File: src/rtl/reg_hazard_ctrl_pkg.sv
// Shared definitions for the decode-stage hazard controller: forwarding select
// encodings and the in-flight destination tracker entry.
package reg_hazard_ctrl_pkg;

  localparam int REG_ADDR_W = 5;

  localparam logic [1:0] FWD_REGFILE = 2'd0;
  localparam logic [1:0] FWD_EX      = 2'd1;
  localparam logic [1:0] FWD_MEM     = 2'd2;
  localparam logic [1:0] FWD_WB      = 2'd3;

  typedef struct packed {
    logic                  valid;
    logic [REG_ADDR_W-1:0] addr;
    logic                  is_load;
  } trk_entry_t;

endpackage

File: src/rtl/hazard_fwd_mux_sel.sv
// Maps the three per-stage operand matches to a forwarding select,
// youngest stage first so EX shadows MEM, which shadows WB.
module hazard_fwd_mux_sel
  import reg_hazard_ctrl_pkg::*;
(
  input  logic       match_ex,
  input  logic       match_mem,
  input  logic       match_wb,
  output logic [1:0] sel
);

  always_comb begin
    sel = FWD_REGFILE;
    if (match_ex)       sel = FWD_EX;
    else if (match_mem) sel = FWD_MEM;
    else if (match_wb)  sel = FWD_WB;
  end

endmodule

File: src/rtl/reg_hazard_ctrl.sv
// Decode-stage hazard controller: tracks EX/MEM/WB destinations, drives
// per-operand forwarding selects, the load-use stall and a stall counter.
module reg_hazard_ctrl
  import reg_hazard_ctrl_pkg::*;
#(
  parameter int ADDR_W = REG_ADDR_W,
  parameter int CNT_W  = 32
) (
  input  logic              clk,
  input  logic              rst,
  input  logic              id_valid,
  input  logic              id_read_en_1,
  input  logic              id_read_en_2,
  input  logic [ADDR_W-1:0] id_addr_1,
  input  logic [ADDR_W-1:0] id_addr_2,
  input  logic              id_write_en,
  input  logic [ADDR_W-1:0] id_write_addr,
  input  logic              id_is_load,
  input  logic              ext_stall,
  input  logic              flush,
  output logic              stall_id,
  output logic [1:0]        fwd_sel_1,
  output logic [1:0]        fwd_sel_2,
  output logic [CNT_W-1:0]  stall_cnt
);

  trk_entry_t ex_q, mem_q, wb_q;
  trk_entry_t id_entry;

  logic rd_ok_1, rd_ok_2;
  logic m_ex_1, m_mem_1, m_wb_1;
  logic m_ex_2, m_mem_2, m_wb_2;

  // A read of $0 or a disabled read never matches anything in flight.
  assign rd_ok_1 = id_read_en_1 & (id_addr_1 != '0);
  assign rd_ok_2 = id_read_en_2 & (id_addr_2 != '0);

  assign m_ex_1  = rd_ok_1 & ex_q.valid  & (ex_q.addr  == id_addr_1);
  assign m_mem_1 = rd_ok_1 & mem_q.valid & (mem_q.addr == id_addr_1);
  assign m_wb_1  = rd_ok_1 & wb_q.valid  & (wb_q.addr  == id_addr_1);
  assign m_ex_2  = rd_ok_2 & ex_q.valid  & (ex_q.addr  == id_addr_2);
  assign m_mem_2 = rd_ok_2 & mem_q.valid & (mem_q.addr == id_addr_2);
  assign m_wb_2  = rd_ok_2 & wb_q.valid  & (wb_q.addr  == id_addr_2);

  // Only a load still in EX is unforwardable; flush kills the consumer anyway.
  assign stall_id = id_valid & ~flush & ex_q.is_load & (m_ex_1 | m_ex_2);

  always_comb begin
    id_entry         = '0;
    id_entry.valid   = id_valid & id_write_en & (id_write_addr != '0);
    id_entry.addr    = id_write_addr;
    id_entry.is_load = id_is_load;
  end

  hazard_fwd_mux_sel u_sel_1 (
    .match_ex  (m_ex_1),
    .match_mem (m_mem_1),
    .match_wb  (m_wb_1),
    .sel       (fwd_sel_1)
  );

  hazard_fwd_mux_sel u_sel_2 (
    .match_ex  (m_ex_2),
    .match_mem (m_mem_2),
    .match_wb  (m_wb_2),
    .sel       (fwd_sel_2)
  );

  // A memory freeze holds every stage, including any pending flush effect.
  always_ff @(posedge clk or posedge rst) begin
    if (rst) begin
      ex_q  <= '0;
      mem_q <= '0;
      wb_q  <= '0;
    end else if (!ext_stall) begin
      wb_q  <= mem_q;
      mem_q <= ex_q;
      if (stall_id || flush || !id_valid) ex_q <= '0;
      else                                ex_q <= id_entry;
    end
  end

  always_ff @(posedge clk or posedge rst) begin
    if (rst) begin
      stall_cnt <= '0;
    end else if (stall_id && !ext_stall && (stall_cnt != {CNT_W{1'b1}})) begin
      stall_cnt <= stall_cnt + CNT_W'(1);
    end
  end

endmodule

File: config.mk
export PLATFORM = sky130hd
export DESIGN_NAME = reg_hazard_ctrl
export DESIGN_NICKNAME = d
export VERILOG_FILES = /design/src/rtl/reg_hazard_ctrl_pkg.sv /design/src/rtl/hazard_fwd_mux_sel.sv /design/src/rtl/reg_hazard_ctrl.sv
export SDC_FILE = /design/constraint.sdc
export NUM_CORES = 1
export LEC_CHECK = 0
export ABC_CLOCK_PERIOD_IN_PS = 4500
export CAP_MARGIN = 10
export CORE_MARGIN = 2
export CORE_UTILIZATION = 40
export DETAILED_ROUTE_END_ITERATION = 7
export PLACE_DENSITY = 0.66
export SLEW_MARGIN = 20
export SYNTH_ARGS = -nofsm -noshare
export SYNTH_HDL_FRONTEND = slang
export SYNTH_SLANG_ARGS = --single-unit
export TNS_END_PERCENT = 30
File: constraint.sdc
create_clock -name clk -period 4.5 [get_ports clk]
set_input_delay 0.675 -clock clk [delete_from_list [all_inputs] [get_ports clk]]
set_output_delay 0.675 -clock clk [all_outputs]
set_load 0.01 [all_outputs]
# ---- After elaboration in Yosys (flattened, before gate mapping)
# Cells that the tools add are included.
dict set report totals {
  regBits 51
  elab_cells 53
  ramBits 0
  rom_bits 0
  mem_count 0
  inputBits 24
  latchBits 0
}
dict set report classes {
  bitwise_logic 21
  mul 0
  n_addsub 1
  div 0
  order_cmp 0
  n_shift 0
  reduce_logical 9
  eq_ne 7
  mux 7
}
# operator n
set op_table {}
lappend op_table {{adder 32 x 1 -> 32 bit (second input constant)} 1}
lappend op_table {{!= test 32 bit (second input constant)} 1}
lappend op_table {{equality test 5 bit} 6}
lappend op_table {{bitwise AND 1 bit} 19}
lappend op_table {{nonzero test 5 bit} 3}
lappend op_table {{two-way mux 2 bit} 6}
lappend op_table {{two-way mux 7 bit} 1}
lappend op_table {{logical AND 1 bit} 2}
lappend op_table {{zero test 1 bit} 2}
lappend op_table {{logical OR 1 bit} 2}
lappend op_table {{inverter 1 bit} 1}
lappend op_table {{bitwise OR 1 bit} 1}

# ---- Logic depth before layout (Yosys ltp)
# Gate-level depths: netlist (run 1).
dict set report depth {
  depth_word 9
  mapped_depth 7
  mapped_depth_nobuf 7
}

# ---- By module
# Synthesis (run 1) repeated with hierarchy kept, for this count alone.
dict set report unflattened {
  hier_cells 262
  hier_area_um2 2768.9
}
# module cells_per_inst n_inst seq_area_each_um2 area_per_inst_um2
set by_module_without_submodules {}
lappend by_module_without_submodules {reg_hazard_ctrl 254 1 1276.2 2731.4}
lappend by_module_without_submodules {hazard_fwd_mux_sel 4 2 0.0 18.8}

# ---- Least setup slack after synthesis (run 1)
# Ideal clock, no wire load.
dict set report synth_timing {
  path_kind {input to output}
  from {in id_addr_2[1]}
  to {out fwd_sel_2[1]}
  slack_ns 1.917
  path_buffers 0
  arrival_time_ns 1.908
  t_required_ns 3.825
  path_stages 4
  path_cell_list {or4_4 > o21ai_4 > and4b_4 > a211oi_1}
}
dict set report synth_via {
  elab_chain_len 7
  word_cells_on_any_way 14
  cone_classes {eq/ne: 3; mux: 3; bitwise: 7; reduce/logical: 1}
}
# element line
set synth_rtl {}
lappend synth_rtl {{start, declared} reg_hazard_ctrl.sv:15} ;# input logic [ADDR_W-1:0] id_addr_2,
lappend synth_rtl {{nonzero test 5 bit} reg_hazard_ctrl.sv:36} ;# assign rd_ok_2 = id_read_en_2 & (id_addr_2 != '0);
lappend synth_rtl {{bitwise AND 1 bit} reg_hazard_ctrl.sv:36}
lappend synth_rtl {{bitwise AND 1 bit (2 in series)} reg_hazard_ctrl.sv:43} ;# assign m_wb_2 = rd_ok_2 & wb_q.valid & (wb_q.addr == id_addr_2);
lappend synth_rtl {{two-way mux 2 bit} hazard_fwd_mux_sel.sv:16} ;# else if (match_wb) sel = FWD_WB;
lappend synth_rtl {{two-way mux 2 bit} hazard_fwd_mux_sel.sv:15} ;# else if (match_mem) sel = FWD_MEM;
lappend synth_rtl {{two-way mux 2 bit *} hazard_fwd_mux_sel.sv:14} ;# if (match_ex) sel = FWD_EX;
lappend synth_rtl {{end, declared} reg_hazard_ctrl.sv:23} ;# output logic [1:0] fwd_sel_2,
# Every way passes the cells marked *; elsewhere a longest branch is shown, timed or not.

# ---- Final worst setup path (run 1)
dict set report layout_timing {
  from {in id_addr_2[1]}
  to {out stall_id}
}
dict set report layout_via {
  elab_chain_len 6
  word_cells_on_any_way 7
  cone_classes {eq/ne: 1; bitwise: 5; reduce/logical: 1}
}
# element line
set layout_rtl {}
lappend layout_rtl {{nonzero test 5 bit} reg_hazard_ctrl.sv:36}
lappend layout_rtl {{bitwise AND 1 bit} reg_hazard_ctrl.sv:36}
lappend layout_rtl {{bitwise AND 1 bit} reg_hazard_ctrl.sv:41} ;# assign m_ex_2 = rd_ok_2 & ex_q.valid & (ex_q.addr == id_addr_2);
lappend layout_rtl {{bitwise AND 1 bit *} reg_hazard_ctrl.sv:41}
lappend layout_rtl {{bitwise OR 1 bit *} reg_hazard_ctrl.sv:46} ;# assign stall_id = id_valid & ~flush & ex_q.is_load & (m_ex_1 | m_ex_2);
lappend layout_rtl {{bitwise AND 1 bit *} reg_hazard_ctrl.sv:46}
lappend layout_rtl {{end, declared} reg_hazard_ctrl.sv:21} ;# output logic stall_id,
# Marked as above.

==> results of run 1 <==
[layer usage]
metal | GRT usage | vias up | part of all wire
li1 | - | 1047 | -
met1 | 0.262 | 1009 | 0.52
met2 | 0.245 | 47 | 0.43
met3 | 0.0398 | 4 | 0.042
met4 | 0.0455 | 0 | 0.0055
met5 | 0 | - | 0
[worst register-to-register path: cells and delay by family, from the launching register on]
kind                     cells  cell delay (ns)
adder cells (fa/ha/maj)      1             0.19
flip-flops                   1             0.42
multiplexers                 1             0.33
AND/OR/NAND/NOR              4             1.48
[Yosys cell counts (2+ instances only)]
cell type	n	area share
and4_1	3	0.0096
dfrtp_1	51	0.46
nand4b_1	2	0.0064
nand3_1	11	0.020
and3_1	8	0.018
inv_1	5	0.0068
or3_1	2	0.0045
buf_2	2	0.0036
xor2_1	29	0.092
nor4_1	13	0.030
a22o_1	7	0.022
mux2_2	12	0.049
nand2b_1	2	0.0045
xnor2_1	32	0.10
nor2_1	11	0.015
nor3_1	5	0.0091
o21ai_4	2	0.012
nand4_1	23	0.052
clkbuf_1	3	0.0041
nand2_1	15	0.020
[layout make-up]
cell class / count / area, sq um / area share
multi-input cells: 191 / 1430 / 0.404
flip-flops and latches: 51 / 1280 / 0.361
repair buffers: 63 / 623 / 0.176
well taps: 80 / 100 / 0.0283
clock buffers: 6 / 82.6 / 0.0234
inverters: 5 / 20.0 / 0.00566
clock inverters: 1 / 5.00 / 0.00142
[cells by family (layout without fill, tap and decap cells)]
family | after synthesis | after routing | share of synthesized area
buffers and inverters | 11 | 75 | 0.0173
AO/OA/AOI/OAI | 15 | 15 | 0.0509
AND/OR/NAND/NOR | 101 | 101 | 0.216
XOR/XNOR | 61 | 61 | 0.194
adder cells (fa/ha/maj) | 1 | 1 | 0.00455
flip-flops | 51 | 51 | 0.464
multiplexers | 13 | 13 | 0.0532
[cell usage in the layout (no fill, tap or decap), types with 2 or more instances in the layout]
master           count
or3_1                2
dfrtp_1             51
nand2_1             15
buf_4                3
clkinv_2             2
and3_1               8
clkdlybuf4s50_1     60
nor2_1              11
nor4_1              13
and4_1               3
clkbuf_8             6
inv_1                4
xnor2_1             32
xor2_1              29
nand2b_1             2
o21ai_4              2
mux2_2              12
nor3_1               5
nand3_1             11
nand4b_1             2
a22o_1               7
nand4_1             23
[power by group]
group / internal, W / total [W] / switching [W] / leakage [nW]
Combinational: 0.0000476 / 0.0000868 / 0.0000392 / 0.759
Clock: 0.000121 / 0.000273 / 0.000152 / 0.0470
Sequential: 0.000470 / 0.000487 / 0.0000173 / 0.699
[per-stage QoR]
stage           util  total power [W]  worst slack, ns  area (sq um)
6_report       0.526         0.000847            0.823          3530
5_1_grt        0.526         0.000885            0.697          3530
4_1_cts        0.526         0.000856            0.820          3530
3_5_place_dp   0.513         0.000584            0.827          3450
3_3_place_gp   0.513         0.000583            0.857          3450
2_1_floorplan      -         0.000542             1.92          2750
[state kept, by name, summed over array words and instances, names as in the netlist]
| signal | flops |
|---|---|
| wb_q | 6 |
| mem_q | 6 |
| ex_q | 7 |
| stall_cnt | 32 |
[path summary, 6_finish.rpt]
check                         startpoint             to  cells past startpoint
hold reg to reg            stall_cnt[29]  stall_cnt[29]                      1
max in group asynchronous            rst        wb_q[3]                      2
setup reg to reg            stall_cnt[0]   stall_cnt[1]                      6
min in group asynchronous            rst   stall_cnt[2]                      2
hold / removal             stall_cnt[29]  stall_cnt[29]                      1
setup / recovery            id_addr_2[1]       stall_id                      7
==> flow_metrics.py, run 1 <==
metrics = {
    "worst_setup_path": {
        "worstPathRequired_ns": 3.83,
        "crit_family": "buffers and inverters",
        "crit_path_end_kind": "primary output",
        "crit_fanout": 7,
        "crit_path_cell_trace": "clkdlybuf4s50_1, or4_4, o21ai_4, and4b_4, o21ai_4, nor2_1, clkdlybuf4s50_1",
        "reg2reg_slack_ns": 1.97,
        "worstSetupPathType": "input port to primary output",
        "crit_buf_inv": 2,
        "start_kind": "input port",
        "slowest_stage": "or4_4",
        "max_stage_delay_ns": 0.58,
        "crit_arrival_ns": 3.00,
    },
    "timing": {
        "fin_crit_sh": 0.817,
        "period_minus_slack_ns": 3.68,
        "rsz0062_at_grt": "no",
        "finalSetupTns_ns": 0,
        "tightest_slew_ns": 0.870,
        "clock_skew_ns": 0.0104,
        "slew_headroom": 0.419,
        "fmax_mhz": 272,
        "drv_slew": 0,
        "setup_viol": 0,
        "hold-worst-slack_ns": 0.501,
        "finalHoldViolations": 0,
    },
    "floorplan": {
        "initial_core_util": 0.409,
        "num_rows": 30,
        "die_w_um": 86.9,
        "core-area_sq_mm": 0.00672,
        "dieArea_sq_mm": 0.00756,
        "io_pins": 61,
        "die_h_um": 86.9,
    },
    "finish": {
        "syn_to_final_growth_pct": 28.5,
        "fillers": 618,
        "nets": 342,
        "layout.cells.non_filler": 397,
        "n_antenna_cell": 0,
        "final_layout_size_suffix_gt1_frac": 0.0946,
    },
    "yosys": {
        "ys_seq_area_frac": 0.464,
        "syn_area_per_cell_sq_um": 10.9,
        "ys_ff_latch": 51,
        "async_flop_share": 1.00,
        "syn_nets": 278,
        "syn_inst": 253,
        "ys.flop_type": "dfrtp_1",
        "yosys_warnings": 0,
        "netlist_area_sq_mm": 0.00275,
        "synth_edf_count": 0,
        "yosysUniqueCellTypes": 35,
    },
    "clock_network": {
        "cts_root_buf": "clkbuf_8",
        "h-tree-depth": 2,
        "cts_resized": 0,
        "numCtsBuffers": 5,
        "clock_sinks": 51,
        "cts_setup_buffers": 0,
        "cts_max_path_buffers": 2,
        "cts.hold.buffers_added": 0,
        "insertion_delay_ns": 0.31,
        "cts_tree": "built",
        "path_clk_slew_ns": 0.09,
    },
    "placed_design": {
        "place_hpwl_um": 4530,
        "place_inst": 390,
        "portBuffers": 60,
        "globalplace.congestion": 0.993,
    },
    "route": {
        "drtPass1Iterations": 4,
        "drtAntennaViolNets": 0,
        "wire_per_inst_um": 15.5,
        "drc": 0,
        "vias": 2107,
        "vias_per_cell": 5.31,
        "drt_iter0_markers": 101,
        "routed_wl_um": 6170,
    },
    "run_status": {
        "outcome": "finished, final reports clean",
    },
    "grt": {
        "grt_pass1_wl_um": 10200,
        "grt_overflow_total": 0,
        "grt_max_degree": 52,
        "grt_antenna_before_repair": 0,
        "grt_use_total": 0.172,
        "grt_pass1_vias": 2071,
    },
    "power_and_ir_drop": {
        "powerDensity_mw_per_mm2": 240,
        "ir_drop_mv": 0.0950,
        "p_leak_nw": 1.51,
    },
    "min_path": {
        "hold_path.class": "flop to flop",
    },
    "run": {
        "cap_violations": 0,
    },
}
(Power assumes the default switching activity.)
==> run 2, diff against run 1 <==
- ABC_CLOCK_PERIOD_IN_PS: 4500 -> 3000
- PLACE_DENSITY: 0.66 -> 0.68
- clock period: 4.5 -> 3 ns (I/O delays scaled with it)
==> run 2 against run 1 <==
Compared with the run above: worst setup slack worse by 0.66 ns; flip-flop and latch count is the same; sequential power up 50%; clock-buffer cell count decreased by 1; hold slack worse by 0.0021 ns; highest routed layer unchanged; combinational power is 71% higher; register-to-register slack worse by 1.2 ns; final area grew 4.0%; global-route usage grew 1.1 points.
==> flow_metrics.py, run 2 (synthesis results as in run 1) <==
metrics = {
    "timing": {
        "hold-worst-slack_ns": 0.499,
        "drv_slew": 0,
        "rsz0062_at_grt": "no",
        "clock_skew_ns": 0.00798,
        "finalHoldViolations": 0,
        "fmax_mhz": 353,
        "slew_headroom": 0.560,
        "period_minus_slack_ns": 2.83,
        "tightest_slew_ns": 0.660,
        "setup_viol": 0,
        "fin_crit_sh": 0.945,
    },
    "floorplan": {
        "io_pins": 61,
        "die_h_um": 86.9,
        "core-area_sq_mm": 0.00672,
        "initial_core_util": 0.409,
        "num_rows": 30,
        "die_w_um": 86.9,
        "dieArea_sq_mm": 0.00756,
    },
    "finish": {
        "final_util": 0.547,
        "largest_reg_flops": 32,
        "n_antenna_cell": 0,
        "syn_to_final_growth_pct": 33.6,
        "largest_register": "stall_cnt",
        "final_cell_mix": "clkdlybuf4s50_1, dfrtp_1, xnor2_1",
        "final_layout_size_suffix_gt1_frac": 0.146,
        "fin_area_sq_mm": 0.00367,
        "final_common_cell": "clkdlybuf4s50_1",
        "nets": 359,
        "fillers": 607,
        "largest_registers": "stall_cnt: 32 flops, ex_q: 7 flops",
    },
    "clock_network": {
        "cts.hold.buffers_added": 0,
        "insertion_delay_ns": 0.31,
        "cts_max_path_buffers": 2,
        "numCtsBuffers": 5,
        "cts_root_buf": "clkbuf_8",
        "cts_setup_buffers": 0,
        "cts_resized": 6,
        "cts_tree": "built",
        "path_clk_slew_ns": 0.09,
        "clock_sinks": 51,
        "h-tree-depth": 2,
    },
    "placed_design": {
        "portBuffers": 60,
        "dpl_cell_area_sq_mm": 0.00359,
        "globalplace.congestion": 0.972,
        "place_hpwl_um": 4890,
    },
    "grt": {
        "grt_pass1_vias": 2226,
        "grt_max_degree": 52,
        "grt_pass1_wl_um": 10800,
        "grt_overflow_total": 0,
        "grt_antenna_before_repair": 0,
        "grt_use_total": 0.183,
    },
    "power_and_ir_drop": {
        "p_leak_nw": 1.61,
        "powerDensity_mw_per_mm2": 348,
        "ir_drop_mv": 0.212,
    },
    "worst_setup_path": {
        "slowest_stage": "or4_1",
        "worstPathRequired_ns": 2.55,
        "worstSetupPathType": "input port to primary output",
        "start_kind": "input port",
        "crit_arrival_ns": 2.38,
        "crit_path_end_kind": "primary output",
        "crit_family": "simple AND/OR/NAND/NOR gates",
        "crit_fanout": 3,
        "crit_path_cell_trace": "clkdlybuf4s50_1, or4_1, o21a_1, and4_1, o21ai_4, nor2_1, dlygate4sd2_1",
        "crit_buf_inv": 2,
        "max_stage_delay_ns": 0.55,
    },
    "run_status": {
        "outcome": "finished, final reports clean",
    },
    "route": {
        "wire_per_inst_um": 16.1,
        "vias_per_cell": 5.39,
        "drt_iter0_markers": 111,
        "drc": 0,
        "drtAntennaViolNets": 0,
        "vias": 2237,
        "drtPass1Iterations": 4,
        "routed_wl_um": 6670,
    },
    "min_path": {
        "hold_path.class": "flop to flop",
    },
    "run": {
        "cap_violations": 0,
    },
}
## run 2: changes by cell type in the layout (fill, tap and decap cells not counted), sizes merged
cell / previous run / this run
clkbuf: 6 / 5
clkinv: 2 / 1
inv: 4 / 5
clkdlybuf4s50: 60 / 55
buf: 3 / 20
clkinvlp: 0 / 2
dlygate4sd2: 0 / 5
## run 2: layout make-up
cell class              instances  area (sq um)  share of cell area
multi-input cells             191          1430               0.390
flip-flops and latches         51          1280               0.347
repair buffers                 80           757               0.206
well taps                      80           100              0.0272
clock buffers                   5          68.8              0.0187
clock inverters                 3          20.0             0.00545
inverters                       5          18.8             0.00511
## run 2: path summary, 6_finish.rpt
kind	start	slack, ns	endpoint	cells past startpoint
max	id_addr_1[1]	0.17	stall_id	7
min	stall_cnt[28]	0.50	stall_cnt[28]	1
max reg2reg	ex_q[2]	0.75	stall_cnt[28]	7
min reg2reg	stall_cnt[28]	0.50	stall_cnt[28]	1
max in group asynchronous	rst	1.93	ex_q[5]	3
min in group asynchronous	rst	0.62	stall_cnt[0]	3
## run 2: routing by layer
metal,global-route usage,wire (um),up-vias
li1,-,-,1079
met1,0.259,3150,1093
met2,0.279,3130,59
met3,0.0322,324,6
met4,0.0710,65,0
met5,0,0,-
## run 2: per-stage QoR
step	cells	worst slack, ns	setup TNS [ns]	total power (W)
after floorplan	253	0.867	0	0.000812
after global placement	407	-0.0716	-0.0935	0.000886
after detailed placement	407	-0.0965	-0.167	0.000889
after CTS	415	0.157	0	0.00129
after global routing	415	0.0665	0	0.00134
final	415	0.165	0	0.00128
## run 2: where the power goes
| part | switching [W] | internal (W) | leakage (nW) | total, W |
|---|---|---|---|---|
| sequential | 0.0000249 | 0.000705 | 0.699 | 0.000730 |
| clock | 0.000240 | 0.000163 | 0.0402 | 0.000402 |
| combinational | 0.0000656 | 0.0000819 | 0.868 | 0.000148 |
| total | 0.000330 | 0.000949 | 1.61 | 0.00128 |
==> run 3, diff against run 2 <==
- CORE_MARGIN: 2 -> 8
- GPL_ROUTABILITY_DRIVEN: not set -> 0
==> run 3 against run 2 <==
Compared with the run above: register-to-register slack worse by 0.16 ns; critical path type unchanged; utilization up 0.47 points; fmax is 0.65% lower; largest cell class unchanged; clock-buffer cell count stayed put; hold slack worse by 0.025 ns.
==> flow_metrics.py, run 3 (synthesis results as in run 1) <==
metrics = {
    "route": {
        "drtPass1Iterations": 4,
        "drt_iter0_markers": 100,
        "wire_per_inst_um": 16.7,
        "vias_per_cell": 5.39,
        "routed_wl_um": 6930,
        "drtAntennaViolNets": 0,
        "drc": 0,
        "vias": 2237,
    },
    "finish": {
        "n_antenna_cell": 0,
        "final_cell_mix": "clkdlybuf4s50_1, dfrtp_1, xnor2_1",
        "fin_area_sq_mm": 0.00371,
        "nets": 359,
        "syn_to_final_growth_pct": 34.7,
        "largest_registers": "stall_cnt: 32 flops, ex_q: 7 flops",
        "largest_reg_flops": 32,
        "largest_register": "stall_cnt",
        "final_common_cell": "clkdlybuf4s50_1",
        "layout.cells.non_filler": 415,
        "final_layout_size_suffix_gt1_frac": 0.143,
    },
    "clock_network": {
        "cts_max_path_buffers": 2,
        "cts_tree": "built",
        "clock_sinks": 51,
        "h-tree-depth": 2,
        "numCtsBuffers": 5,
        "path_clk_slew_ns": 0.11,
        "cts.hold.buffers_added": 0,
        "cts_setup_buffers": 0,
        "insertion_delay_ns": 0.31,
        "cts_resized": 6,
        "cts_root_buf": "clkbuf_8",
    },
    "power_and_ir_drop": {
        "powerDensity_mw_per_mm2": 370,
        "power.total_w": 0.00137,
        "p_leak_nw": 1.63,
        "ir_drop_mv": 0.150,
    },
    "min_path": {
        "hold_path.class": "input port to asynchronous set/reset pin",
    },
    "worst_setup_path": {
        "rr_startpoint": "ex_q[2]",
        "worstSetupPathType": "input port to primary output",
        "rr_worst_depth": 9,
        "start_kind": "input port",
        "crit_fanout": 3,
        "reg2reg_slack_ns": 0.59,
        "crit_arrival_ns": 2.40,
        "worstPathRequired_ns": 2.55,
        "crit_path_end_kind": "primary output",
        "reg2reg_to": "stall_cnt[17]",
    },
    "timing": {
        "fin_crit_sh": 0.951,
        "hold-worst-slack_ns": 0.474,
        "period_minus_slack_ns": 2.85,
        "fmax_mhz": 350,
        "setup_viol": 0,
        "slew_headroom": 0.654,
        "finalHoldViolations": 0,
        "drv_slew": 0,
        "finalSetupTns_ns": 0,
        "rsz0062_at_grt": "no",
        "tightest_slew_ns": 0.514,
        "clock_skew_ns": 0.0155,
    },
    "placed_design": {
        "portBuffers": 60,
        "place_hpwl_um": 5300,
        "dpl_cell_area_sq_mm": 0.00360,
        "place_inst": 407,
    },
    "floorplan": {
        "io_pins": 61,
        "die_w_um": 98.9,
        "initial_core_util": 0.409,
        "die_h_um": 98.9,
        "core-area_sq_mm": 0.00672,
        "num_rows": 30,
        "dieArea_sq_mm": 0.00979,
    },
    "grt": {
        "grt_pass1_wl_um": 11500,
        "grt_antenna_before_repair": 0,
        "grt_overflow_total": 0,
        "grt_use_total": 0.145,
        "grt_max_degree": 52,
        "grt_pass1_vias": 2307,
    },
    "run": {
        "cap_violations": 0,
    },
    "run_status": {
        "outcome": "finished, final reports clean",
    },
}
[run 3: cell count changes in the layout (fill, tap and decap cells not counted), sizes merged]
cell           before  now
dlygate4sd2         5    6
clkinv              1    0
clkdlybuf4s50      55   54
bufinv              0    1
inv                 5    6
clkinvlp            2    1
[run 3: cell type report]
cell class | count | area [sq um]
timing repair buffer | 80 | 768
sequential | 51 | 1280
clock buffer | 5 | 68.8
multi-input combinational | 191 | 1430
fill | 598 | 3010
tap | 80 | 100
inverter | 5 | 18.8
clock inverter | 3 | 46.3
[run 3: power breakdown]
group,internal [W],switching [W]
Sequential,0.000705,0.0000248
Combinational,0.0000837,0.0000656
Clock,0.000252,0.000241
[run 3: layer usage]
metal | global-route usage | up-vias | part of all wire
li1 | - | 1086 | -
met1 | 0.183 | 1083 | 0.46
met2 | 0.232 | 56 | 0.47
met3 | 0.0374 | 12 | 0.055
met4 | 0.0543 | 0 | 0.017
met5 | 0 | - | 0
[run 3: worst max-delay path by stage]
stage | startpoint | endpoint | cells past startpoint
5_1_grt | id_addr_1[1] | fwd_sel_1[0] | 8
2_1_floorplan | id_addr_2[1] | fwd_sel_2[1] | 4
3_3_place_gp | id_addr_2[2] | fwd_sel_2[1] | 6
3_5_place_dp | id_addr_2[2] | fwd_sel_2[1] | 6
4_1_cts | id_addr_2[1] | stall_id | 7
6_report | id_addr_2[1] | stall_id | 7
[run 3: worst max-delay path, stage by stage]
cell             delay [ns]
clkdlybuf4s50_1        0.49
or4_4                  0.57
o21ai_4                0.13
and4b_4                0.23
o21ai_4                0.18
nor2_1                 0.06
dlygate4sd2_1          0.29
[run 3: through the flow]
stage / setup WS (ns) / util
2_1_floorplan: 0.867 / -
3_3_place_gp: -0.0768 / 0.536
3_5_place_dp: -0.110 / 0.536
4_1_cts: 0.155 / 0.552
5_1_grt: 0.0889 / 0.552
6_report: 0.147 / 0.552
